===== src/rtl/keen_fetch_pkg.sv =====
// keen_fetch_pkg: shared types and helpers for the instruction fetch unit.
//   fetch_state_t : FETCH (normal streaming) / DRAIN (discarding stale responses)
//   ialign()      : instruction alignment in bytes (ILEN/8)
//   cnt_width()   : bits needed to hold a count of 0..depth inclusive
package keen_fetch_pkg;

    typedef enum logic [0:0] {
        FETCH,
        DRAIN
    } fetch_state_t;

    function automatic int unsigned ialign(input int unsigned ilen);
        return ilen / 8;
    endfunction

    function automatic int unsigned cnt_width(input int unsigned depth);
        return $clog2(depth + 1);
    endfunction

endpackage


===== src/rtl/keen_fetch_fifo.sv =====
// keen_fetch_fifo: synchronous FIFO with push/pop/clear and an occupancy count.
//   clk, reset_n    : clock, asynchronous active-low reset
//   clear           : empties the FIFO (wins over push and pop)
//   push, push_data : write an entry (ignored when full unless popping too)
//   pop             : drop the head entry (ignored when empty)
//   head            : current head entry (undefined when count == 0)
//   count           : number of stored entries, 0..DEPTH
// DEPTH must be a power of two so the pointers wrap naturally.
module keen_fetch_fifo
    import keen_fetch_pkg::*;
#(
    parameter int unsigned WIDTH = 64,
    parameter int unsigned DEPTH = 4
) (
    input  logic                        clk,
    input  logic                        reset_n,
    input  logic                        clear,
    input  logic                        push,
    input  logic [WIDTH-1:0]            push_data,
    input  logic                        pop,
    output logic [WIDTH-1:0]            head,
    output logic [cnt_width(DEPTH)-1:0] count
);

    localparam int unsigned PW = $clog2(DEPTH);
    localparam int unsigned CW = cnt_width(DEPTH);

    logic [WIDTH-1:0] mem_q [DEPTH];
    logic [PW-1:0]    rd_ptr_q;
    logic [PW-1:0]    wr_ptr_q;
    logic [CW-1:0]    count_q;
    logic             do_push;
    logic             do_pop;

    assign do_pop  = pop && (count_q != '0);
    // Push on full is allowed only when the head leaves in the same cycle.
    assign do_push = push && ((count_q != CW'(DEPTH)) || do_pop);

    assign head  = mem_q[rd_ptr_q];
    assign count = count_q;

    always_ff @(posedge clk) begin
        if (do_push && !clear) begin
            mem_q[wr_ptr_q] <= push_data;
        end
    end

    always_ff @(posedge clk or negedge reset_n) begin
        if (!reset_n) begin
            rd_ptr_q <= '0;
            wr_ptr_q <= '0;
            count_q  <= '0;
        end else if (clear) begin
            rd_ptr_q <= '0;
            wr_ptr_q <= '0;
            count_q  <= '0;
        end else begin
            if (do_push) begin
                wr_ptr_q <= wr_ptr_q + PW'(1);
            end
            if (do_pop) begin
                rd_ptr_q <= rd_ptr_q + PW'(1);
            end
            case ({do_push, do_pop})
                2'b10:   count_q <= count_q + CW'(1);
                2'b01:   count_q <= count_q - CW'(1);
                default: count_q <= count_q;
            endcase
        end
    end

endmodule


===== src/rtl/keen_instruction_fetch.sv =====
// keen_instruction_fetch: issues instruction memory requests for the current pc,
// pairs in-order responses with their addresses and buffers them toward decode.
// A branch flushes the buffer and discards every response still in flight.
//   clk, reset_n                       : clock, asynchronous active-low reset
//   pc, branch                         : fetch address and redirect from the program counter
//   pc_advance                         : request accepted this cycle, pc may step
//   imem_req_valid/ready, imem_req_addr: request channel (addr == pc)
//   imem_rsp_valid, imem_rsp_data      : in-order responses, no backpressure
//   inst_valid/ready, inst_data/pc     : buffered instructions toward decode
// Optional build macro KEEN_FETCH_MISALIGN_EN adds fetch_misaligned and blocks
// fetches from a pc that is not ILEN-aligned.
module keen_instruction_fetch
    import keen_fetch_pkg::*;
#(
    parameter int unsigned XLEN       = 32,
    parameter int unsigned ILEN       = 32,
    parameter int unsigned FIFO_DEPTH = 4
) (
    input  logic            clk,
    input  logic            reset_n,
    input  logic [XLEN-1:0] pc,
    input  logic            branch,
    output logic            pc_advance,
    output logic            imem_req_valid,
    input  logic            imem_req_ready,
    output logic [XLEN-1:0] imem_req_addr,
    input  logic            imem_rsp_valid,
    input  logic [ILEN-1:0] imem_rsp_data,
    output logic            inst_valid,
    input  logic            inst_ready,
    output logic [ILEN-1:0] inst_data,
    output logic [XLEN-1:0] inst_pc
`ifdef KEEN_FETCH_MISALIGN_EN
    ,
    output logic            fetch_misaligned
`endif
);

    localparam int unsigned CW = cnt_width(FIFO_DEPTH);

    fetch_state_t       state_q;
    logic [CW-1:0]      outstanding_q;
    logic [CW-1:0]      drop_q;
    logic [CW-1:0]      drop_after;
    logic [CW-1:0]      buf_count;
    logic [CW-1:0]      aq_count;
    logic [XLEN-1:0]    aq_head;
    logic [XLEN+ILEN-1:0] buf_head;
    logic               rsp_fire;
    logic               credit_ok;
    logic               misaligned;
    logic               buf_push;
    logic               buf_pop;

`ifdef KEEN_FETCH_MISALIGN_EN
    localparam int unsigned IALIGN = ialign(ILEN);
    logic misaligned_q;
    assign misaligned       = (pc & XLEN'(IALIGN - 1)) != '0;
    assign fetch_misaligned = misaligned_q;
`else
    assign misaligned = 1'b0;
`endif

    // A response with nothing outstanding is a protocol error and is ignored.
    assign rsp_fire   = imem_rsp_valid && (outstanding_q != '0);
    assign drop_after = outstanding_q - CW'(rsp_fire);
    // Never have more fetches in flight or buffered than the buffer can hold,
    // so a response always finds space.
    assign credit_ok  = ((CW+1)'(outstanding_q) + (CW+1)'(buf_count)) < (CW+1)'(FIFO_DEPTH);

    assign imem_req_valid = reset_n && (state_q == FETCH) && !branch && credit_ok && !misaligned;
    assign pc_advance     = imem_req_valid && imem_req_ready;
    assign imem_req_addr  = pc;

    assign inst_valid = (state_q == FETCH) && (buf_count != '0);
    assign inst_pc    = buf_head[XLEN+ILEN-1:ILEN];
    assign inst_data  = buf_head[ILEN-1:0];

    // A flush takes priority over both a pop from decode and a fresh response.
    assign buf_pop  = inst_valid && inst_ready && !branch;
    assign buf_push = rsp_fire && (state_q == FETCH) && !branch;

    keen_fetch_fifo #(
        .WIDTH (XLEN),
        .DEPTH (FIFO_DEPTH)
    ) u_addr_queue (
        .clk       (clk),
        .reset_n   (reset_n),
        .clear     (1'b0),
        .push      (pc_advance),
        .push_data (pc),
        .pop       (rsp_fire),
        .head      (aq_head),
        .count     (aq_count)
    );

    keen_fetch_fifo #(
        .WIDTH (XLEN + ILEN),
        .DEPTH (FIFO_DEPTH)
    ) u_inst_buf (
        .clk       (clk),
        .reset_n   (reset_n),
        .clear     (branch),
        .push      (buf_push),
        .push_data ({aq_head, imem_rsp_data}),
        .pop       (buf_pop),
        .head      (buf_head),
        .count     (buf_count)
    );

    always_ff @(posedge clk or negedge reset_n) begin
        if (!reset_n) begin
            state_q       <= FETCH;
            outstanding_q <= '0;
            drop_q        <= '0;
`ifdef KEEN_FETCH_MISALIGN_EN
            misaligned_q  <= 1'b0;
`endif
        end else begin
            case ({pc_advance, rsp_fire})
                2'b10:   outstanding_q <= outstanding_q + CW'(1);
                2'b01:   outstanding_q <= outstanding_q - CW'(1);
                default: outstanding_q <= outstanding_q;
            endcase

            unique case (state_q)
                FETCH: begin
                    if (branch) begin
                        drop_q  <= drop_after;
                        state_q <= (drop_after != '0) ? DRAIN : FETCH;
                    end
                end
                DRAIN: begin
                    // Everything in flight here predates the redirect; a further
                    // branch changes nothing since no new requests were issued.
                    if (rsp_fire) begin
                        drop_q <= drop_q - CW'(1);
                        if (drop_q == CW'(1)) begin
                            state_q <= FETCH;
                        end
                    end
                end
                default: state_q <= FETCH;
            endcase

`ifdef KEEN_FETCH_MISALIGN_EN
            if (branch) begin
                misaligned_q <= 1'b0;
            end else if ((state_q == FETCH) && misaligned) begin
                misaligned_q <= 1'b1;
            end
`endif
        end
    end

`ifndef SYNTHESIS
    rsp_without_request: assert property (@(posedge clk) disable iff (!reset_n)
        imem_rsp_valid |-> (outstanding_q != '0));
    addr_queue_tracks_outstanding: assert property (@(posedge clk) disable iff (!reset_n)
        aq_count == outstanding_q);
`endif

endmodule

===== config.mk =====
export PLATFORM = sky130hd
export DESIGN_NAME = keen_instruction_fetch
export DESIGN_NICKNAME = d
export VERILOG_FILES = /design/src/rtl/keen_fetch_pkg.sv /design/src/rtl/keen_fetch_fifo.sv /design/src/rtl/keen_instruction_fetch.sv
export SDC_FILE = /design/constraint.sdc
export NUM_CORES = 1
export LEC_CHECK = 0
export CAP_MARGIN = 5
export CORE_MARGIN = 2
export CORE_UTILIZATION = 54
export DETAILED_ROUTE_END_ITERATION = 10
export DONT_BUFFER_PORTS = 1
export PLACE_DENSITY = 0.69
export REMOVE_ABC_BUFFERS = 1
export SYNTH_ARGS = -nofsm -noshare
export SYNTH_HDL_FRONTEND = slang
export SYNTH_SLANG_ARGS = --single-unit

===== constraint.sdc =====
create_clock -name clk -period 4.05 [get_ports clk]
set_input_delay 1.215 -clock clk [delete_from_list [all_inputs] [get_ports clk]]
set_output_delay 1.215 -clock clk [all_outputs]
set_load 0.1 [all_outputs]

==> out/qor.csv, run 1 <==
metric;value;unit
grt total ovfl;0;
Cells after DPL;1010;
r2r worst-path depth;11;
initial DRC count;466;
CTS Buffer Depth;3;
Via Count;6339;
row cnt;61;
HP Class;input port to async pin;
Clk Latency, worst-skew pair;0.52;ns
filler instances;1887;
Ys Warns;0;
commonest non-fill, non-tap cell in the layout;edfxtp_1;
Detailed Route WL;27100;um
largest net degree at the start of global routing;43;
DP Worst Slack;0.655;ns
vias per inst;5.85;
Post-Layout Inst Area;0.0172;mm^2
syn avg cell area;22.9;um^2
Post-CTS Setup Repair Bufs;0;
ant diodes;0;
CTS Hold Buffers Added;0;
Reg-to-Reg Start;outstanding_q[2];
area of the multi-input gates;0.00299;mm^2
first-pass GRT wire length;41500;um
Residual DRC;0;
Die X-Extent;173;um
hpwl dp;16100;um
CP required;2.83;ns
Yosys reg bits;405;
Ports;169;
CTS clock-pin slew for the worst setup and hold paths;0.06;ns
kind of critical path;register to output port;
sequential cell area;0.0121;mm^2
worst hold slack;0.383;ns
initial antenna violation count;0;
CTS Root Cell;clkbuf_16;
Max-cap violations;0;
register area share after synthesis;0.780;
final worst slack;0.242;ns
power per standard cell area;600;mW/mm^2
fraction of layout instances using a drive strength above 1;0.266;
RSZ-0062 raised after global routing;false;
Clock H-tree levels;2;
status;complete, no violations;
TritonRoute pass-1 iters;4;
fmax;263;MHz
Layout Cells excl Fill;1084;
CTS sink cnt;405;
antenna-violating nets left;0;
CTS tree;built;
final setup violation count;0;
Worst Path Max Fanout;24;
GRT Total Usage;0.184;
leakage;5.41;nW
Die Y-Extent;173;um
Critical Path AT;2.59;ns
Final TNS setup;0;ns
Mapped Cells;675;
Slew Limit Fails;0;
WL/cell;25.0;um
Placer Congestion;0.759;
vias in the first global route;7014;
CP Capture Type;output port;
Mapped Area;0.0155;mm^2
Synth-to-Final Area Change;11.2;%
Slew headroom;0.292;
Final Skew;0.0201;ns
total CTS buffers;40;
crit start category;register;
flop-to-flop setup slack;1.03;ns
final hold vios;0;
fin crit share;0.940;
r2r endpoint;u_addr_queue.count[2];
Final nets;763;
starting density of the core;0.552;
Least-Margin Pin Slew;1.06;ns
post-cts sizing count;0;
CORE AREA;0.0280;mm^2
most frequent cells in the layout;edfxtp_1, mux4_2, clkbuf_16;
Tmin final;3.81;ns
port buffer count;0;
Cell Area, Placed;0.0158;mm^2
DIE AREA;0.0300;mm^2
Unique masters post-synth;39;
VDD IR max;0.337;mV
logic make-up (layout without fill, tap and decap cells):
| group | after synthesis | count (layout) | share of synthesized area |
|---|---|---|---|
| AOI/OAI and AO/OA | 15 | 15 | 0.00728 |
| adders and majority gates | 19 | 19 | 0.0168 |
| muxes | 105 | 105 | 0.147 |
| and+or+nand+nor | 43 | 43 | 0.0150 |
| DFF | 405 | 405 | 0.780 |
| xor gates and xnor gates | 12 | 12 | 0.00680 |
| buffers and inverters | 76 | 107 | 0.0275 |
per-layer routing:
metal / global-route usage / share of wire
met5: 0 / 0
met2: 0.320 / 0.52
met3: 0.0567 / 0.079
met1: 0.228 / 0.38
met4: 0.0480 / 0.022
sequential cells by signal, summed over array words and instances (netlist names):
name,flops
drop_q,3
outstanding_q,3
state_q,1
u_addr_queue.count,3
u_addr_queue.mem_q,128
u_addr_queue.rd_ptr_q,2
u_addr_queue.wr_ptr_q,2
u_inst_buf.count,3
u_inst_buf.mem_q,256
u_inst_buf.rd_ptr_q,2
u_inst_buf.wr_ptr_q,2
through the flow:
step / power [mW] / util
finish: 10.3 / 0.614
detailed placement: 6.68 / 0.565
global placement: 6.59 / 0.565
floorplan: 6.35 / -
global route: 10.7 / 0.614
CTS: 10.4 / 0.614
worst max path at each step:
stage	cells past startpoint	slack [ns]	from	endpoint
global route	2	0.08	u_inst_buf.rd_ptr_q[0]	inst_data[31]
global placement	2	0.76	u_inst_buf.rd_ptr_q[0]	inst_data[16]
finish	2	0.24	u_inst_buf.rd_ptr_q[0]	inst_data[27]
floorplan	1	-0.70	u_inst_buf.rd_ptr_q[0]	inst_data[0]
CTS	2	0.16	u_inst_buf.rd_ptr_q[0]	inst_data[31]
detailed placement	10	0.65	reset_n	u_addr_queue.count[2]
cell usage after synthesis:
cell type / count / area (um^2)
or3_1: 1 / 6.26
nor4b_1: 1 / 8.76
nor3_1: 3 / 15.0
or4b_4: 1 / 13.8
buf_4: 32 / 240
buf_2: 10 / 50.1
o2111ai_1: 1 / 8.76
and3_1: 1 / 6.26
buf_1: 4 / 15.0
o22ai_1: 1 / 6.26
and3_4: 1 / 11.3
nor2_1: 10 / 37.5
fa_1: 3 / 60.1
edfxtp_1: 384 / 11500
mux4_2: 97 / 2180
nand2_1: 8 / 30.0
inv_2: 1 / 3.75
inv_1: 18 / 67.6
xnor2_1: 6 / 52.6
o21ai_0: 5 / 25.0
o211ai_1: 2 / 15.0
xor2_1: 6 / 52.6
mux2_2: 2 / 22.5
buf_6: 1 / 11.3
a41oi_1: 1 / 8.76
o21ai_2: 1 / 8.76
nand2b_1: 1 / 6.26
nand4_1: 1 / 6.26
and2_1: 10 / 62.6
o21a_1: 1 / 7.51
clkbuf_1: 10 / 37.5
a31oi_1: 1 / 6.26
o31ai_4: 1 / 21.3
mux2i_1: 6 / 60.1
nor3b_1: 1 / 7.51
nand3_1: 4 / 20.0
dfrtp_1: 21 / 526
ha_1: 16 / 200
a21oi_1: 1 / 5.00
critical path: stages (launching register included):
cell and delay (ns):
dfrtp_4 0.79, buf_4 0.42, mux4_2 0.83
cell type report:
type                       count  area share
timing repair buffer          14      0.0134
clock inverter                25      0.0161
clock buffer                  49      0.0627
multi-input combinational    194       0.174
tap                          378      0.0275
inverter                      19     0.00415
sequential                   405       0.702
power by group:
part	total (mW)	switching, mW	internal (mW)
clock network	3.74	1.46	2.28
logic	1.39	0.873	0.519
registers	5.19	0.251	4.94
No activity file was read; power rests on OpenSTA's default activity.
==> run 2: changes to the inputs <==
--- a/config.mk
+++ b/config.mk
@@ -10,7 +10,7 @@
 export CORE_UTILIZATION = 54
 export DETAILED_ROUTE_END_ITERATION = 10
 export DONT_BUFFER_PORTS = 1
-export PLACE_DENSITY = 0.69
+export PLACE_DENSITY = 0.72
 export REMOVE_ABC_BUFFERS = 1
 export SYNTH_ARGS = -nofsm -noshare
 export SYNTH_HDL_FRONTEND = slang
==> constraint.sdc (replaced) <==
create_clock -name clk -period 3.35 [get_ports clk]
set_input_delay 1.005 -clock clk [delete_from_list [all_inputs] [get_ports clk]]
set_output_delay 1.005 -clock clk [all_outputs]
set_load 0.005 [all_outputs]
==> run 2 against run 1 <==
Compared with the run above: power is 13% higher; cell count rose by 0.18%; worst setup slack better by 0.051 ns; clock power increased by 11%; critical endpoint is now pc_advance.
==> out/qor.csv, run 2 (synthesis gave the netlist of run 1 again) <==
metric;value;unit;change
status;complete, no violations;;
port buffer count;0;;unchanged
filler instances;1939;;+2.8%
Final Skew;0.00912;ns;-0.0110 ns
most frequent cells in the layout;edfxtp_1, mux4_2, clkbuf_16;;
Worst Path Max Fanout;4;;-83%
commonest non-fill, non-tap cell in the layout;edfxtp_1;;
final worst slack;0.293;ns;+0.0510 ns
CTS tree;built;;
Post-CTS Setup Repair Bufs;0;;unchanged
Die Y-Extent;173;um;unchanged
WL/cell;24.7;um;-1.4%
CP required;2.34;ns;-0.49 ns
CORE AREA;0.0280;mm^2;unchanged
antenna-violating nets left;0;;unchanged
area of the multi-input gates;0.00299;mm^2;about the same
fin crit share;0.912;;
Tmin final;3.06;ns;
fraction of layout instances using a drive strength above 1;0.273;;+0.00631
Die X-Extent;173;um;unchanged
Critical Path AT;2.05;ns;-0.54 ns
Placer Congestion;0.754;;-0.63%
row cnt;61;;unchanged
CTS Root Cell;clkbuf_16;;
Residual DRC;0;;unchanged
register with the most flip-flops;u_inst_buf.mem_q;;
leakage;5.37;nW;-0.71%
Detailed Route WL;26800;um;-1.2%
GRT Total Usage;0.184;;-0.000261
Final nets;769;;+0.79%
CTS Hold Buffers Added;0;;unchanged
kind of critical path;register to output port;;
CTS sink cnt;405;;unchanged
Synth-to-Final Area Change;10.3;%;
Max-cap violations;0;;unchanged
post-cts sizing count;0;;unchanged
Ports;169;;unchanged
final hold vios;0;;unchanged
Clock H-tree levels;2;;unchanged
Largest regs;u_inst_buf.mem_q (256), u_addr_queue.mem_q (128);;
Least-Margin Pin Slew;0.920;ns;-0.141 ns
initial DRC count;531;;+14%
grt total ovfl;0;;unchanged
VDD IR max;0.486;mV;+44%
power per standard cell area;684;mW/mm^2;+14%
fmax;327;MHz;
initial antenna violation count;0;;unchanged
max FFs per register;256;;unchanged
TritonRoute pass-1 iters;4;;unchanged
Slew headroom;0.387;;+0.0948
HP Class;input port to async pin;;
total CTS buffers;41;;+2.5%
Clk Latency, worst-skew pair;0.51;ns;about the same
DIE AREA;0.0300;mm^2;unchanged
hpwl dp;16000;um;-0.45%
Slew Limit Fails;0;;unchanged
ant diodes;0;;unchanged
starting density of the core;0.552;;unchanged
CP Capture Type;output port;;
first-pass GRT wire length;41900;um;+1.1%
sequential cell area;0.0121;mm^2;unchanged
vias in the first global route;7009;;-0.071%
vias per inst;5.88;;+0.57%
CTS Buffer Depth;3;;unchanged
crit start category;register;;
DP Worst Slack;0.455;ns;-0.199 ns
RSZ-0062 raised after global routing;false;;
final setup violation count;0;;unchanged
largest net degree at the start of global routing;65;;+51%
Final TNS setup;0;ns;unchanged
CTS clock-pin slew for the worst setup and hold paths;0.06;ns;about the same
Via Count;6387;;+0.76%
==> run 2: metal layers <==
| layer | part of all wire | GRT usage | wire length (um) | up-vias |
|---|---|---|---|---|
| met4 | 0.027 | 0.0554 | 725 | 0 |
| met1 | 0.38 | 0.230 | 10200 | 3366 |
| met2 | 0.49 | 0.300 | 13200 | 223 |
| met3 | 0.098 | 0.0734 | 2640 | 53 |
| li1 | - | - | - | 2745 |
| met5 | 0 | 0 | 0 | - |
==> run 2: worst max-delay path: stages, from the launching register on <==
cell     delay [ns]
dfrtp_1        0.45
ha_1           0.32
nor4b_1        0.39
nand4_1        0.24
inv_1          0.13
==> run 2: power by group <==
part / total [mW] / switching (mW) / internal [mW]
combinational: 1.26 / 0.638 / 0.623
clock: 4.14 / 1.73 / 2.41
sequential: 6.26 / 0.282 / 5.97
total: 11.7 / 2.65 / 9.01
==> run 2: final cells by class <==
type	count	share of cell area
clock buffer	49	0.0625
multi-input combinational	194	0.176
clock inverter	22	0.00925
sequential	405	0.708
inverter	19	0.00418
timing repair buffer	19	0.0128
tap	378	0.0277
==> run 2: metrics by stage <==
stage | utilization | power (mW) | instances | hold WS (ns) | instance area [um^2]
6_report | 0.608 | 11.7 | 1086 | 0.182 | 17000
5_1_grt | 0.608 | 12.1 | 1086 | 0.154 | 17000
4_1_cts | 0.608 | 11.8 | 1086 | 0.158 | 17000
3_5_place_dp | 0.565 | 7.63 | 1015 | 0.496 | 15800
3_3_place_gp | 0.565 | 7.51 | 1015 | 0.482 | 15800
2_1_floorplan | - | 7.25 | 618 | 0.464 | 15100
==> run 2: worst paths after layout <==
check / startpoint / end / slack, ns / depth (start not counted)
min in group clk: u_addr_queue.count[0] / u_addr_queue.count[0] / 0.51 / 1
hold / removal: reset_n / u_addr_queue.rd_ptr_q[1] / 0.18 / 0
hold reg to reg: u_addr_queue.count[0] / u_addr_queue.count[0] / 0.51 / 1
setup / recovery: outstanding_q[2] / pc_advance / 0.29 / 4
setup reg to reg: outstanding_q[2] / u_addr_queue.count[2] / 0.57 / 12
max in group asynchronous: reset_n / u_inst_buf.rd_ptr_q[1] / 3.08 / 0
